<file path="src/rtl/pixel_frame_buffer_wr.sv">
// AXI4 write-only slave that streams packed grayscale pixel beats into a single-port frame SRAM.
// It returns one B response per burst and counts the completed frames.
module pixel_frame_buffer_wr #(
  parameter int                DATA_W      = 256,
  parameter int                ADDR_W      = 32,
  parameter int                MST_ID_W    = 5,
  parameter int                ATX_LEN_W   = 8,
  parameter int                ATX_RESP_W  = 2,
  parameter logic [ADDR_W-1:0] BASE_ADDR   = 32'h8000_0000,
  parameter int                FRAME_WORDS = 600,
  parameter int                MEM_ADDR_W  = 10,
  parameter int                FRAME_CNT_W = 16
) (
  input  logic                   clk,
  input  logic                   rst,
  input  logic [MST_ID_W-1:0]    s_awid_i,
  input  logic [ADDR_W-1:0]      s_awaddr_i,
  input  logic [ATX_LEN_W-1:0]   s_awlen_i,
  input  logic                   s_awvalid_i,
  output logic                   s_awready_o,
  input  logic [DATA_W-1:0]      s_wdata_i,
  input  logic                   s_wlast_i,
  input  logic                   s_wvalid_i,
  output logic                   s_wready_o,
  output logic [MST_ID_W-1:0]    s_bid_o,
  output logic [ATX_RESP_W-1:0]  s_bresp_o,
  output logic                   s_bvalid_o,
  input  logic                   s_bready_i,
  output logic [MEM_ADDR_W-1:0]  mem_wr_addr_o,
  output logic [DATA_W-1:0]      mem_wr_data_o,
  output logic                   mem_wr_en_o,
  input  logic                   mem_wr_rdy_i,
  output logic                   frame_done_o,
  output logic [FRAME_CNT_W-1:0] frame_cnt_o
);

  localparam int OFF_W = $clog2(DATA_W / 8);
  localparam logic [ATX_RESP_W-1:0] RESP_OKAY   = ATX_RESP_W'(2'b00);
  localparam logic [ATX_RESP_W-1:0] RESP_SLVERR = ATX_RESP_W'(2'b10);
  localparam logic [ATX_RESP_W-1:0] RESP_DECERR = ATX_RESP_W'(2'b11);

  typedef enum logic [1:0] {IDLE, DATA, RESP} state_t;

  state_t                state_q;
  logic [MST_ID_W-1:0]   id_q;
  logic [ATX_LEN_W-1:0]  len_q;
  logic [ATX_LEN_W-1:0]  beat_q;
  logic [ADDR_W-1:0]     waddr_q;
  logic [ATX_RESP_W-1:0] err_q;
  logic [MEM_ADDR_W-1:0] word_q;

  logic [ADDR_W-1:0]     aw_off;
  logic [ADDR_W-1:0]     aw_waddr;
  logic                  aw_err;
  logic                  err_set;
  logic                  in_range;
  logic                  beat_ok;
  logic                  cnt_last;
  logic                  burst_end;
  logic [ATX_RESP_W-1:0] beat_err;

  assign aw_off   = s_awaddr_i - BASE_ADDR;
  assign aw_waddr = aw_off >> OFF_W;
  assign aw_err   = (s_awaddr_i < BASE_ADDR) || (s_awaddr_i[OFF_W-1:0] != '0) ||
                    (aw_waddr >= ADDR_W'(FRAME_WORDS));

  // Errored bursts are sunk at full rate; good beats wait on the SRAM.
  assign err_set       = (err_q != RESP_OKAY);
  assign in_range      = (waddr_q < ADDR_W'(FRAME_WORDS));
  assign s_wready_o    = (state_q == DATA) && (err_set || mem_wr_rdy_i);
  assign beat_ok       = s_wvalid_i && s_wready_o;
  assign mem_wr_en_o   = beat_ok && !err_set && in_range;
  assign mem_wr_addr_o = waddr_q[MEM_ADDR_W-1:0];
  assign mem_wr_data_o = s_wdata_i;

  assign cnt_last  = (beat_q == len_q);
  assign burst_end = cnt_last || s_wlast_i;

  // A beat running past the frame end wins over a wlast/length disagreement.
  always_comb begin
    beat_err = err_q;
    if (!err_set && !in_range) beat_err = RESP_DECERR;
    if ((cnt_last != s_wlast_i) && (beat_err != RESP_DECERR)) beat_err = RESP_SLVERR;
  end

  always_ff @(posedge clk) begin
    if (rst) begin
      state_q     <= IDLE;
      s_awready_o <= 1'b1;
      s_bvalid_o  <= 1'b0;
      s_bid_o     <= '0;
      s_bresp_o   <= '0;
      id_q        <= '0;
      len_q       <= '0;
      beat_q      <= '0;
      waddr_q     <= '0;
      err_q       <= '0;
    end else begin
      case (state_q)
        IDLE: begin
          if (s_awvalid_i && s_awready_o) begin
            id_q        <= s_awid_i;
            len_q       <= s_awlen_i;
            beat_q      <= '0;
            waddr_q     <= aw_waddr;
            err_q       <= aw_err ? RESP_DECERR : RESP_OKAY;
            s_awready_o <= 1'b0;
            state_q     <= DATA;
          end
        end
        DATA: begin
          if (beat_ok) begin
            waddr_q <= waddr_q + 1'b1;
            beat_q  <= beat_q + 1'b1;
            err_q   <= beat_err;
            if (burst_end) begin
              s_bvalid_o <= 1'b1;
              s_bid_o    <= id_q;
              s_bresp_o  <= beat_err;
              state_q    <= RESP;
            end
          end
        end
        RESP: begin
          if (s_bready_i) begin
            s_bvalid_o  <= 1'b0;
            s_awready_o <= 1'b1;
            state_q     <= IDLE;
          end
        end
        default: begin
          s_bvalid_o  <= 1'b0;
          s_awready_o <= 1'b1;
          state_q     <= IDLE;
        end
      endcase
    end
  end

  // Frame position follows the write count, not the address, so any burst split works.
  always_ff @(posedge clk) begin
    if (rst) begin
      word_q       <= '0;
      frame_done_o <= 1'b0;
      frame_cnt_o  <= '0;
    end else begin
      frame_done_o <= 1'b0;
      if (mem_wr_en_o) begin
        if (word_q == MEM_ADDR_W'(FRAME_WORDS - 1)) begin
          word_q       <= '0;
          frame_done_o <= 1'b1;
          frame_cnt_o  <= frame_cnt_o + 1'b1;
        end else begin
          word_q <= word_q + 1'b1;
        end
      end
    end
  end

endmodule

</file>
<file path="config.mk">
export PLATFORM = sky130hd
export DESIGN_NAME = pixel_frame_buffer_wr
export DESIGN_NICKNAME = d
export VERILOG_FILES = /design/src/rtl/pixel_frame_buffer_wr.sv
export SDC_FILE = /design/constraint.sdc
export NUM_CORES = 1
export LEC_CHECK = 0
export ABC_AREA = 0
export CORE_AREA = 3 3 236 238
export CTS_CLUSTER_DIAMETER = 50
export DETAILED_ROUTE_END_ITERATION = 7
export DIE_AREA = 0 0 239 241
export PLACE_DENSITY = 0.45
export SYNTH_ARGS = -nofsm -noshare
export SYNTH_HDL_FRONTEND = slang
export SYNTH_SLANG_ARGS = --single-unit
</file>
<file path="constraint.sdc">
create_clock -name clk -period 2.3 [get_ports clk]
set_clock_uncertainty 0.1 [all_clocks]
set_input_delay 0.46 -clock clk [delete_from_list [all_inputs] [get_ports clk]]
set_output_delay 0.46 -clock clk [all_outputs]
set_load 0.02 [all_outputs]
</file>
==> results of run 1 <==
-- flip-flops by register name, summed over array words and instances (netlist names) --
name,flops
frame_cnt_o,16
s_bid_o,5
id_q,5
len_q,8
word_q,10
frame_done_o,1
s_awready_o,1
state_q,2
waddr_q,32
err_q,2
beat_q,8
s_bvalid_o,1
s_bresp_o,2
-- cell usage in the layout (no fill, tap or decap), types with 6 or more instances in the layout --
master / synthesis / layout
a211oi_1: 10 / 10
a21oi_1: 64 / 63
a311oi_1: 6 / 6
and2_1: 7 / 7
and3_1: 11 / 11
and4_1: 9 / 9
buf_12: 0 / 7
buf_4: 266 / 106
clkbuf_16: 0 / 9
clkdlybuf4s50_1: 0 / 85
dfxtp_1: 93 / 89
inv_1: 6 / 6
nand2_1: 74 / 74
nand3_1: 25 / 25
nand4_1: 18 / 18
nor2_1: 46 / 45
nor3_1: 14 / 13
nor4_1: 12 / 9
o21ai_0: 36 / 35
o31ai_1: 8 / 8
or3_1: 25 / 22
or4_1: 8 / 7
xnor2_1: 6 / 6
xor2_1: 13 / 13
-- Yosys cell counts, types with 3 or more instances --
cell | number | area share [%]
a21oi_1 | 64 | 4.7
and2_1 | 7 | 0.64
and3_1 | 11 | 1.0
nor4b_1 | 3 | 0.39
nand4_1 | 18 | 1.7
mux2i_1 | 4 | 0.59
nor2_1 | 46 | 2.5
and4_1 | 9 | 1.2
buf_4 | 266 | 29
a31oi_1 | 6 | 0.55
dfxtp_1 | 93 | 27
nor4_1 | 12 | 1.1
or3_1 | 25 | 2.3
nand2_1 | 74 | 4.1
a211oi_1 | 10 | 1.1
inv_1 | 6 | 0.33
o21ai_0 | 36 | 2.6
ha_1 | 5 | 0.92
clkbuf_1 | 29 | 1.6
a21o_1 | 4 | 0.44
xor2_1 | 13 | 1.7
a311oi_1 | 6 | 0.77
or4_1 | 8 | 0.88
o31ai_1 | 8 | 0.88
nand3_1 | 25 | 1.8
xnor2_1 | 6 | 0.77
a32o_1 | 3 | 0.44
or2_2 | 3 | 0.28
nor4_2 | 3 | 0.55
nor3_1 | 14 | 1.0
buf_1 | 3 | 0.17
nand2b_1 | 4 | 0.37
-- power by group --
group | switching (W) | total [W] | internal, W
logic | 0.000611 | 0.00117 | 0.000564
clock network | 0.000756 | 0.00154 | 0.000786
registers | 0.0000771 | 0.00178 | 0.00170
total | 0.00144 | 0.00449 | 0.00305
-- critical path: stages, from the launching register on --
cell     delay (ps)
dfxtp_1         370
nor4_4          340
nand4_2         210
buf_6           180
nor4b_4         210
buf_4           180
buf_6           120
-- kinds of logic (layout without fill, tap and decap cells) --
| family | count (synthesis) | in the layout | synth area share [%] |
|---|---|---|---|
| AO/OA/AOI/OAI | 160 | 160 | 14.48 |
| XOR/XNOR | 19 | 19 | 2.447 |
| adder cells (fa/ha/maj) | 5 | 5 | 0.9200 |
| buffers and inverters | 308 | 226 | 31.94 |
| flip-flops | 93 | 93 | 27.38 |
| multiplexers | 4 | 4 | 0.5888 |
| other | 0 | 1 | 0 |
| AND/OR/NAND/NOR | 279 | 279 | 22.25 |
-- layout make-up --
cell class,instances,area [um2]
timing repair buffer,204,1846
inverter,6,22.52
multi-input combinational,467,2893
clock inverter,6,56.30
fill,6150,46020
antenna,1,2.502
clock buffer,10,239.0
tap,696,870.8
sequential,93,1869
-- final timing paths --
kind,depth (start not counted),startpoint,endpoint
setup / recovery,6,waddr_q[25],mem_wr_en_o
hold / removal,2,s_bid_o[0],s_bid_o[0]
hold reg to reg,2,s_bid_o[0],s_bid_o[0]
setup reg to reg,7,waddr_q[25],frame_cnt_o[10]
-- per-stage QoR --
step / setup TNS, ps / cell area (um2) / hold WS (ps) / setup WS (ps)
floorplan: 0 / 6807 / 332.1 / 42.89
global placement: -15800 / 7372 / 345.3 / -476.0
detailed placement: -18600 / 7372 / 351.1 / -515.3
CTS: -3719 / 7740 / 362.3 / -296.8
global route: -4662 / 7796 / 387.4 / -336.8
finish: -2302 / 7799 / 358.9 / -225.2
-- metal layers --
layer / track usage [%] / part of all wire, % / wire [um]
met4: 4.398 / 4.2 / 1028
met1: 9.750 / 42 / 10230
met2: 11.99 / 42 / 10200
met3: 4.137 / 11 / 2708
met5: 0.4914 / 0.21 / 50
-- timing repair --
item,in CTS,in global routing
pin swaps,11,4
buffers inserted,2,0
endpoints found under the setup margin,32,38
gates resized for setup,14,13
==> tab_implementation.tex, run 1 <==
\begin{tabular}{lr}
\hline
Metric & Value \\
\hline
\multicolumn{2}{l}{\textbf{Run status}} \\
\quad Status & finished, violations left \\
\quad Failing checks & setup timing \\
\multicolumn{2}{l}{\textbf{STA}} \\
\quad Minimum clock period after layout & 2525 ps \\
\quad Worst Slack Setup Final & -225.2 ps \\
\quad Final setup viols & 23 \\
\quad Final cycle utilization of the critical path & 109.8\% \\
\quad Total count of max-transition violations in the final report & 0 \\
\quad Transition time at the pin with the least slew margin & 475.7 ps \\
\quad Highest attainable clock frequency & 396.0 MHz \\
\quad Tightest slew margin relative to the limit & 68.02\% \\
\quad Final hold violation count & 0 \\
\quad Unrepaired setup endpoints after global routing & yes \\
\multicolumn{2}{l}{\textbf{Drt}} \\
\quad Drt total wl & 24.22 mm \\
\quad Number of detailed-route iterations in the first pass & 5 \\
\quad Antenna violation net count after detailed routing & 0 \\
\quad DR vias & 5567 \\
\quad Mean number of vias per cell & 3.754 \\
\quad Number of DRC markers in iteration 0 & 243 \\
\quad Wire length per cell after detailed routing & 16.33 um \\
\quad Residual DRC & 0 \\
\multicolumn{2}{l}{\textbf{Worst hold path}} \\
\quad Worst hold path class & reg2reg \\
\multicolumn{2}{l}{\textbf{Setup path}} \\
\quad Signal arrival time at the worst endpoint & 1970 ps \\
\quad Type of the setup path with the least slack & reg2out \\
\quad Crit path required time & 1740 ps \\
\quad Reg2reg setup slack & -220 ps \\
\quad Type of destination of the critical path & output port \\
\quad Critical path peak fanout & 5 \\
\quad Category of the worst setup path launch point & register \\
\multicolumn{2}{l}{\textbf{Power}} \\
\quad Design Power & 0.004495 W \\
\quad Static power due to leakage & 2.684 nW \\
\quad Worst voltage drop across the vdd grid & 0.3650 mV \\
\quad Power per cell area & 576.3 nW/um2 \\
\multicolumn{2}{l}{\textbf{Clocking}} \\
\quad Clock buffers created by TritonCTS & 9 \\
\quad \# clock sinks & 93 \\
\quad Worst skew pair latency & 360 ps \\
\quad Root buffer cell & clkbuf\_16 \\
\quad Hold-fix buffers at CTS & 0 \\
\quad Clock transition at the registers of the reported paths & 70 ps \\
\quad Clock H-tree levels & 3 \\
\quad Clock buffer depth & 2 \\
\quad TritonCTS clock tree & built \\
\multicolumn{2}{l}{\textbf{GRT}} \\
\quad Number of antenna violations at the first check in global routing & 2 \\
\quad Leftover overflow at the end of global routing & 0 \\
\quad Total global routing track utilization & 8.199\% \\
\quad Largest net degree at the start of global routing & 66 \\
\quad Number of global-route vias before repair & 5661 \\
\quad Wire length of the first global-routing pass & 35.54 mm \\
\multicolumn{2}{l}{\textbf{Logic synthesis}} \\
\quad Register bit count reported by yosys & 93 \\
\quad Syn Area/Cell & 7.834 um2 \\
\quad Share of flip-flops with an asynchronous set or reset & 0\% \\
\quad Yosys synthesis warning count & 0 \\
\quad Sequential-to-total area share from yosys stat & 27.38\% \\
\quad Top\_reg\_cell synth & dfxtp\_1 \\
\quad Number of enable flip-flop cells after synthesis & 0 \\
\quad Synthesized netlist cell count & 868 \\
\quad Synth unique cells & 62 \\
\quad Net count after synthesis & 1181 \\
\quad Total standard cell area after synthesis & 6800 um2 \\
\multicolumn{2}{l}{\textbf{Die}} \\
\quad Vertical extent of the die & 241 um \\
\quad Cell row count & 85 \\
\quad Starting Density & 12.64\% \\
\quad Die area & 57600 um2 \\
\quad Total core area & 53810 um2 \\
\quad Die X-Extent & 239 um \\
\quad Boundary pin count & 602 \\
\multicolumn{2}{l}{\textbf{Placement}} \\
\quad IO Port Bufs & 89 \\
\quad Dpl hpwl & 18.93 mm \\
\quad Weighted congestion reported at the end of routability-driven placement & 0.7748 \\
\quad Placed cell count & 1464 \\
\multicolumn{2}{l}{\textbf{Final layout}} \\
\quad Nets & 1094 \\
\quad Final cell utilization of the core & 14.49\% \\
\quad Non-filler instance count after layout & 1483 \\
\quad Share of layout cells above drive strength 1 & 21.63\% \\
\quad Synth-to-Final Area Change & 14.68\% \\
\multicolumn{2}{l}{\textbf{Flow run}} \\
\quad Max-cap violations & 0 \\
\hline
\end{tabular}
No activity file was read; power rests on OpenSTA's default activity.
==> inputs of run 2 (changes only) <==
--- a/config.mk
+++ b/config.mk
@@ -6,11 +6,12 @@
 export NUM_CORES = 1
 export LEC_CHECK = 0
 export ABC_AREA = 0
-export CORE_AREA = 3 3 236 238
+export CORE_AREA = 3 3 235 237
 export CTS_CLUSTER_DIAMETER = 50
 export DETAILED_ROUTE_END_ITERATION = 7
-export DIE_AREA = 0 0 239 241
-export PLACE_DENSITY = 0.45
+export DIE_AREA = 0 0 238 240
+export DONT_BUFFER_PORTS = 1
+export PLACE_DENSITY = 0.3
 export SYNTH_ARGS = -nofsm -noshare
 export SYNTH_HDL_FRONTEND = slang
 export SYNTH_SLANG_ARGS = --single-unit
==> constraint.sdc (replaced) <==
create_clock -name clk -period 2.3 [get_ports clk]
set_clock_uncertainty 0.1 [all_clocks]
set_input_delay 0.46 -clock clk [delete_from_list [all_inputs] [get_ports clk]]
set_output_delay 0.46 -clock clk [all_outputs]
set_load 0.01 [all_outputs]
==> run 2 against run 1 <==
  * The flow still finishes with violations (setup timing)
  * Global-route usage rose by 0.61 points
  * Non-clock buffer count fell by 110
  * Cell area fell by 13%
  * Clock power rose by 8%
  * Register-to-register slack improved by 190 ps
  * Final cell count fell by 7.5%
  * Largest power group unchanged
==> tab_implementation.tex, run 2 (synthesis gave the netlist of run 1 again) <==
\begin{tabular}{lr}
\hline
Metric & Value \\
\hline
\multicolumn{2}{l}{\textbf{Run status}} \\
\quad Status & finished, violations left \\
\quad Failing checks & setup timing \\
\multicolumn{2}{l}{\textbf{Setup path}} \\
\quad Peak per-stage delay on the critical path & 340 ps (-30 ps) \\
\quad Reg2reg setup slack & -30 ps (+190 ps) \\
\quad Crit path required time & 1740 ps (about the same) \\
\quad Type of the setup path with the least slack & reg2out \\
\quad Type of destination of the critical path & output port \\
\quad Most frequent cell on the critical path & buf\_6 \\
\quad Signal arrival time at the worst endpoint & 1860 ps (-110 ps) \\
\quad Critical path's slowest cell & dfxtp\_2 \\
\quad Critical path peak fanout & 3 (-2) \\
\quad Category of the worst setup path launch point & register \\
\quad Chain of cells forming the critical path & nor4\_4 -> buf\_4 -> nand4\_4 -> buf\_6 -> nor4b\_4 -> buf\_6 \\
\multicolumn{2}{l}{\textbf{Power}} \\
\quad Int Power & 0.002982 W (-2.3\%) \\
\quad Power dissipated by switching net loads & 0.001381 W (-4.3\%) \\
\quad Static power due to leakage & 2.249 nW (-16\%) \\
\quad Design Power & 0.004363 W (-2.9\%) \\
\quad Comb power frac & 21.2\% (-4.9 points) \\
\quad Net switching share of the total power & 31.65\% (-0.47 points) \\
\quad Share of total power in the clock network & 38.1\% (+3.8 points) \\
\quad Worst voltage drop across the vdd grid & 0.2911 mV (-20\%) \\
\quad Relative contribution of sequential cells to total power & 40.6\% (+1.0 points) \\
\quad Power per cell area & 644.4 nW/um2 (+12\%) \\
\multicolumn{2}{l}{\textbf{Clocking}} \\
\quad Root buffer cell & clkbuf\_16 \\
\quad Worst skew pair latency & 380 ps (+20 ps) \\
\quad TritonCTS clock tree & built \\
\quad Clock H-tree levels & 3 (unchanged) \\
\quad Clock buffer depth & 2 (unchanged) \\
\quad Clock transition at the registers of the reported paths & 80 ps (about the same) \\
\quad \# clock sinks & 93 (unchanged) \\
\quad Clock buffers created by TritonCTS & 9 (unchanged) \\
\quad Hold-fix buffers at CTS & 0 (unchanged) \\
\multicolumn{2}{l}{\textbf{Drt}} \\
\quad Drt total wl & 25.95 mm (+7.2\%) \\
\quad Residual DRC & 0 (unchanged) \\
\quad Mean number of vias per cell & 3.792 (+1.0\%) \\
\quad Number of DRC markers in iteration 0 & 249 (+2.5\%) \\
\quad Number of detailed-route iterations in the first pass & 5 (unchanged) \\
\quad DR vias & 5203 (-6.5\%) \\
\quad Antenna violation net count after detailed routing & 0 (unchanged) \\
\quad Wire length per cell after detailed routing & 18.92 um (+16\%) \\
\multicolumn{2}{l}{\textbf{STA}} \\
\quad Unrepaired setup endpoints after global routing & yes \\
\quad Tightest slew margin relative to the limit & 58.67\% (-9.3 points) \\
\quad Highest attainable clock frequency & 413.8 MHz (+4.5\%) \\
\quad Setup tns final & -219.8 ps (+2082 ps) \\
\quad Transition time at the pin with the least slew margin & 614.2 ps (+138.5 ps) \\
\quad Final hold violation count & 0 (unchanged) \\
\quad Worst Slack Setup Final & -116.4 ps (+108.9 ps) \\
\quad Final setup viols & 9 (-61\%) \\
\quad Minimum clock period after layout & 2416 ps (-108.9 ps) \\
\quad Final cycle utilization of the critical path & 105.1\% (-4.7 points) \\
\quad Total count of max-transition violations in the final report & 0 (unchanged) \\
\quad Hold slack & 41.97 ps (-316.9 ps) \\
\multicolumn{2}{l}{\textbf{Final layout}} \\
\quad Share of layout cells above drive strength 1 & 21.45\% (-0.18 points) \\
\quad Number of antenna cells inserted & 0 (-1) \\
\quad Nets & 984 (-10\%) \\
\quad Final cell utilization of the core & 12.66\% (-1.8 points) \\
\quad Most frequent standard cell in the layout excluding fill and tap cells & dfxtp\_1 \\
\quad Largest register by flop count & waddr\_q \\
\quad Synth-to-Final Area Change & -0.4416\% \\
\quad Number of flip-flops in the largest register & 32 (unchanged) \\
\quad Most frequent cells in the layout & dfxtp\_1, buf\_4, nand2\_1, a21oi\_1, nor2\_1 \\
\quad Biggest regs & waddr\_q x32, frame\_cnt\_o x16, word\_q x10 \\
\multicolumn{2}{l}{\textbf{GRT}} \\
\quad Layer with the highest usage after global routing & met2 \\
\quad Leftover overflow at the end of global routing & 0 (unchanged) \\
\quad Wire length of the first global-routing pass & 36.29 mm (+2.1\%) \\
\quad Number of antenna violations at the first check in global routing & 1 (-1) \\
\quad Met1 demand-to-capacity share in global routing & 9.744\% (about the same) \\
\quad Largest net degree at the start of global routing & 67 (+1.5\%) \\
\quad GR met2 Demand/Resource & 13.33\% (+1.3 points) \\
\quad GR met3 Demand/Resource & 5.494\% (+1.4 points) \\
\quad Number of global-route vias before repair & 5049 (-11\%) \\
\quad Total global routing track utilization & 8.814\% (+0.61 points) \\
\multicolumn{2}{l}{\textbf{Die}} \\
\quad Cell row count & 85 (unchanged) \\
\quad Starting Density & 12.71\% (+0.075 points) \\
\quad Total core area & 53500 um2 (-0.59\%) \\
\quad Vertical extent of the die & 240 um (-0.41\%) \\
\quad Die area & 57120 um2 (-0.83\%) \\
\quad Die X-Extent & 238 um (-0.42\%) \\
\quad Boundary pin count & 602 (unchanged) \\
\multicolumn{2}{l}{\textbf{Placement}} \\
\quad Dpl hpwl & 19.86 mm (+5.0\%) \\
\quad IO Port Bufs & 0 (-100\%) \\
\quad Post-place setup slack & -231.0 ps (+284.3 ps) \\
\quad Weighted congestion reported at the end of routability-driven placement & 0.6939 (-10\%) \\
\multicolumn{2}{l}{\textbf{Flow run}} \\
\quad Max-cap violations & 0 (unchanged) \\
\multicolumn{2}{l}{\textbf{Worst hold path}} \\
\quad Worst hold path class & in2reg \\
\hline
\end{tabular}
run 2: power by group through the flow:
| stage | Combinational (W) | Sequential [W] | Clock, W |
|---|---|---|---|
| detailed placement | 0.000894 | 0.00181 | 0 |
| finish | 0.000927 | 0.00177 | 0.00166 |
| floorplan | 0.000936 | 0.00182 | 0 |
| global placement | 0.000904 | 0.00181 | 0 |
| CTS | 0.000943 | 0.00177 | 0.00177 |
| global route | 0.00102 | 0.00179 | 0.00183 |
run 2: path summary, 6_finish.rpt:
| path | start | depth (start not counted) | to |
|---|---|---|---|
| hold / removal | rst | 1 | s_bid_o[4] |
| setup reg to reg | waddr_q[14] | 7 | frame_cnt_o[6] |
| setup / recovery | waddr_q[14] | 6 | mem_wr_en_o |
| hold reg to reg | id_q[4] | 2 | s_bid_o[4] |
run 2: area by class of cell:
cell class / count / area [um2]
fill: 6123 / 46720
multi-input combinational: 467 / 2912
sequential: 93 / 1863
tap: 696 / 870.8
timing repair buffer: 94 / 795.8
clock buffer: 11 / 242.7
clock inverter: 5 / 63.81
inverter: 6 / 22.52
run 2: stage by stage:
| stage | std cells | cell area [um2] |
|---|---|---|
| after floorplan | 868 | 6800 |
| after global placement | 1353 | 6304 |
| after detailed placement | 1353 | 6304 |
| after CTS | 1371 | 6723 |
| after global routing | 1372 | 6770 |
| final | 1372 | 6770 |
run 2: layer usage:
layer	wire [um]	share of wire (%)
met4	806	3.1
met2	11360	44
met3	3624	14
met1	10160	39
met5	0	0
run 2: repair_timing:
item                                    4_1_cts  5_1_grt
endpoints found under the setup margin       19       26
gates resized for setup                      19       10
gates cloned                                  1        0
pin swaps                                    27        4
setup buffers                                 2        1
run 2: worst max-delay path: cells and delay by family (launching register included):
kind                   cells  cell delay (ps)
DFF                        1              340
and+or+nand+nor            3              650
buffers and inverters      3              500
